===== src/rtl/serial_sub_pkg.sv =====
// Shared types and constants for the bit-serial subtractor.
package serial_sub_pkg;

  localparam int SERIAL_SUB_DEFAULT_WIDTH = 8;

  typedef enum logic [1:0] {
    IDLE,
    RUN,
    DONE
  } state_t;

endpackage


===== src/rtl/full_subtractor.sv =====
// Single-bit subtractor cell: d = x - y - bi, bo = borrow out.
module full_subtractor (
  input  logic x,
  input  logic y,
  input  logic bi,
  output logic d,
  output logic bo
);

  assign d  = x ^ y ^ bi;
  assign bo = (~x & y) | (~(x ^ y) & bi);

endmodule


===== src/rtl/serial_subtractor.sv =====
// Bit-serial a - b - bin, LSB first, one result per WIDTH RUN cycles.
// Optional signed-overflow output enabled by defining SERIAL_SUB_OVF_EN.
module serial_subtractor
  import serial_sub_pkg::*;
#(
  parameter int WIDTH = SERIAL_SUB_DEFAULT_WIDTH
) (
  input  logic             clk,
  input  logic             rst_n,
  input  logic             in_valid,
  output logic             in_ready,
  input  logic [WIDTH-1:0] a,
  input  logic [WIDTH-1:0] b,
  input  logic             bin,
  output logic             out_valid,
  input  logic             out_ready,
  output logic [WIDTH-1:0] diff,
  output logic             bout
`ifdef SERIAL_SUB_OVF_EN
  ,
  output logic             ovf
`endif
);

  localparam int CW = $clog2(WIDTH);
  localparam logic [CW-1:0] LAST = CW'(WIDTH - 1);

  state_t           state, next_state;
  logic [WIDTH-1:0] a_sh, b_sh, res;
  logic [CW-1:0]    cnt;
  logic             br;
  logic             d_bit, bo_bit;
  logic             last;

  assign last = (cnt == LAST);

  full_subtractor u_cell (
    .x  (a_sh[0]),
    .y  (b_sh[0]),
    .bi (br),
    .d  (d_bit),
    .bo (bo_bit)
  );

  always_ff @(posedge clk or negedge rst_n) begin
    if (!rst_n) state <= IDLE;
    else        state <= next_state;
  end

  always_comb begin
    next_state = state;
    case (state)
      IDLE:    if (in_valid) next_state = RUN;
      RUN:     if (last)     next_state = DONE;
      DONE:    if (out_ready) next_state = IDLE;
      default: next_state = IDLE;
    endcase
  end

  // Result bits enter from the MSB side so bit 0 lands at the LSB after WIDTH shifts.
  always_ff @(posedge clk or negedge rst_n) begin
    if (!rst_n) begin
      a_sh <= '0;
      b_sh <= '0;
      res  <= '0;
      br   <= 1'b0;
      cnt  <= '0;
    end else begin
      case (state)
        IDLE: begin
          if (in_valid) begin
            a_sh <= a;
            b_sh <= b;
            br   <= bin;
            cnt  <= '0;
          end
        end
        RUN: begin
          a_sh <= a_sh >> 1;
          b_sh <= b_sh >> 1;
          res  <= {d_bit, res[WIDTH-1:1]};
          br   <= bo_bit;
          if (!last) cnt <= cnt + 1'b1;
        end
        default: ;
      endcase
    end
  end

  assign in_ready  = (state == IDLE);
  assign out_valid = (state == DONE);
  assign diff      = res;
  assign bout      = br;

`ifdef SERIAL_SUB_OVF_EN
  // The borrow out of the MSB stays in br, so only the MSB borrow-in needs saving.
  logic msb_bin;

  always_ff @(posedge clk or negedge rst_n) begin
    if (!rst_n)                     msb_bin <= 1'b0;
    else if (state == RUN && last)  msb_bin <= br;
  end

  assign ovf = msb_bin ^ br;
`endif

endmodule


===== config.mk =====
export PLATFORM = sky130hd
export DESIGN_NAME = serial_subtractor
export DESIGN_NICKNAME = d
export VERILOG_FILES = /design/src/rtl/serial_sub_pkg.sv /design/src/rtl/full_subtractor.sv /design/src/rtl/serial_subtractor.sv
export SDC_FILE = /design/constraint.sdc
export NUM_CORES = 1
export LEC_CHECK = 0
export CAP_MARGIN = 20
export CORE_MARGIN = 3
export CORE_UTILIZATION = 44
export CTS_CLUSTER_DIAMETER = 80
export DETAILED_ROUTE_END_ITERATION = 16
export PLACE_DENSITY = 0.75
export SLEW_MARGIN = 10
export SYNTH_ARGS = -nofsm -noshare
export SYNTH_HDL_FRONTEND = slang
export SYNTH_SLANG_ARGS = --single-unit
export TNS_END_PERCENT = 100

===== constraint.sdc =====
create_clock -name clk -period 1.3 [get_ports clk]
set_input_delay 0.13 -clock clk [delete_from_list [all_inputs] [get_ports clk]]
set_output_delay 0.13 -clock clk [all_outputs]
set_load 0.01 [all_outputs]

==> results.md <==
- Status: finished with violations
- Failing checks: setup timing
- DR iter-0 viols: 30
- First-pass GRT wire length: 5.33 mm
- Worst vdd ir: 0.00105 V
- Critical-path cell list: buf_6, buf_6, nand2b_4, clkbuf_16, mux2_2
- Final WS setup: -102 ps
- Most frequent cells in the layout: dfrtp_1 (28), clkdlybuf4s50_1 (20), buf_4 (17)
- Commonest non-fill, non-tap cell in the layout: dfrtp_1
- Design area: 2240 um2
- Unrepaired setup endpoints after global routing: true
- # IOs: 32
- Die Wd: 61.9 um
- Critical Path RT: 1520 ps
- Vias in the first global route: 1205
- Peak Freq: 713 MHz
- Synthesized Nets: 146
- Non-Filler Instances: 220
- Peak fanout along the critical path: 4
- Die ar.: 3840 um2
- Crit path arrival time: 1620 ps
- Max-Cap Viols: 0
- Hold Vio Cnt, Final: 0
- Final wirelength: 3.85 mm
- Synth warnings: 0
- Period utilization: 1.08
- CTS Buffer Depth: 2
- Routed Antenna Nets: 0
- Setup Skew: 4.90 ps
- Cell variety after synth: 26
- Dpl cells: 203
- Routability Congestion: 0.811
- Final setup viols: 16
- Slew @ Worst Pin: 266 ps
- Slew headroom: 0.822
- Final net count: 203
- Largest net degree at the start of global routing: 31
- HP Class: input port to async pin
- Reg clk slew, reported paths: 90 ps
- Synth-to-Final Area Change: 62.5%
- Clk_lat worst skew: 340 ps
- Die height: 61.9 um
- Number of antenna violations at the first check in global routing: 0
- Final min period: 1400 ps
- Initial Utilization: 0.478
- Row count: 19
- P_leak: 0.000947 uW
- CTS Root Cell: clkbuf_4
- Critical Path Sink Type: flip-flop
- Num CTS Buffers: 5
- First-pass detailed-route iteration total: 4
- HPWL after DPL: 2.34 mm
- Final Max Slew Viols: 0
- Dpl cell area: 1820 um2
- Yosys reg bits: 30
- Post-Synthesis Cell Area: 1380 um2
- Drt via density: 5.56
- Util after Layout: 0.777
- Cell mode on critical path: buf_6
- Share of cells above drive strength 1: 0.438
- Mapped Avg Cell Area: 11.3 um2
- Average wire per standard cell: 17.5 um
- Vias post-DR: 1224
- H-tree depth: 2
- CTS tree: built
- Clock sink count: 30
- GRT Overall Usage: 0.195
- Core area: 2880 um2
- DRC: 0
- Total gr overflow: 0
- PortBufs: 31
- RR Endpoint: diff[6]
- CP Class: flip-flop to flip-flop
- Reg2Reg Depth: 5
- Post-synthesis sequential area ratio: 0.545
- Worst setup SP type: flip-flop
- R2r setup slk: -100 ps
- Syn Inst Count: 122
- Power Density: 2230 nW/um2
- Slowest cell on the critical path: dfrtp_2
- Worst R2R Start: state[1]
- ANT cells: 0
- # hold bufs at CTS: 0
- CP max stage delay: 450 ps
how the worst max path moves through the flow:
stage / from / depth (start not counted) / slack (ps) / to
3_5_place_dp: state[1] / 2 / -60 / in_ready
3_3_place_gp: state[1] / 2 / -20 / in_ready
5_1_grt: state[0] / 2 / -150 / in_ready
6_report: state[1] / 5 / -100 / diff[6]
4_1_cts: state[1] / 5 / -110 / diff[3]
2_1_floorplan: bout / 3 / 40 / diff[7]
logic make-up (layout without fill, tap and decap cells):
logic type      count (synthesis)  in the layout  share of synthesized area
simple gates                   18             18                     0.0664
fa+ha+maj                       3              3                     0.0327
mux                             8              8                     0.0655
flops                          30             30                      0.545
compound gates                 49             49                      0.234
buf+inv                        14             70                     0.0564
flip-flops by register name, summed over array words and instances (netlist names):
| name | count |
|---|---|
| cnt | 3 |
| state | 2 |
| b_sh | 8 |
| diff | 8 |
| a_sh | 8 |
| bout | 1 |
worst max-delay path, delay by kind of cell (launching register included):
| kind | cells | cell delay, ps |
|---|---|---|
| simple gates | 1 | 160 |
| buf+inv | 3 | 410 |
| mux | 1 | 270 |
| flops | 1 | 450 |
synthesized netlist by cell type:
master,number,share of area
mux2_2,8,0.065
a2bb2oi_1,2,0.013
o221a_1,1,0.0082
buf_2,5,0.018
inv_1,6,0.016
nor3_1,1,0.0036
dfrtp_1,30,0.55
o2bb2ai_1,3,0.019
nand2b_1,4,0.018
ha_1,2,0.018
o22ai_1,21,0.095
nand3b_1,2,0.011
nor2b_1,1,0.0045
nor2_1,6,0.016
a21oi_1,11,0.040
nand2_1,3,0.0082
o221a_2,1,0.0082
buf_4,1,0.0055
a221oi_1,1,0.0064
fa_1,1,0.015
a22oi_1,3,0.016
or2_1,1,0.0045
o21ai_0,4,0.015
buf_6,2,0.016
a22o_1,1,0.0064
o32ai_1,1,0.0064
report_power, final:
| part | leakage (uW) | total, uW | switching, uW | internal (uW) |
|---|---|---|---|---|
| clock | 0.0000302 | 556 | 313 | 243 |
| combinational | 0.000567 | 2620 | 1130 | 1500 |
| sequential | 0.000350 | 1800 | 414 | 1390 |
| total | 0.000947 | 4980 | 1860 | 3130 |
per-layer routing:
layer | vias up | wire length [um] | track usage
met5 | - | 0 | 0
met4 | 0 | 64 | 0.103
met3 | 8 | 178 | 0.0537
met2 | 33 | 2000 | 0.323
met1 | 610 | 1600 | 0.230
li1 | 573 | - | -
area by class of cell:
| class | instances | area, um2 |
|---|---|---|
| fill | 178 | 641 |
| inverter | 6 | 26.3 |
| clock buffer | 6 | 51.3 |
| timing repair buffer | 58 | 596 |
| tap | 42 | 52.6 |
| multi-input combinational | 78 | 757 |
| sequential | 30 | 753 |
what timing repair did:
action | CTS | global route
gates cloned | 0 | 2
pin swaps | 0 | 12
endpoints found under the setup margin | 23 | 28
resized for setup | 25 | 44
endpoints found under the hold margin | 0 | 0
setup buffers | 1 | 8
per-stage QoR:
step | worst slack, ps | power, uW | TNS, ps | hold slack [ps]
floorplan | 35.3 | 2910 | 0 | -166
detailed placement | -58.8 | 3740 | -542 | 493
global route | -145 | 5320 | -1720 | 164
global placement | -20.9 | 3630 | -169 | 487
CTS | -108 | 4310 | -1360 | 156
finish | -102 | 4980 | -921 | 147
No activity file was read; power rests on OpenSTA's default activity.
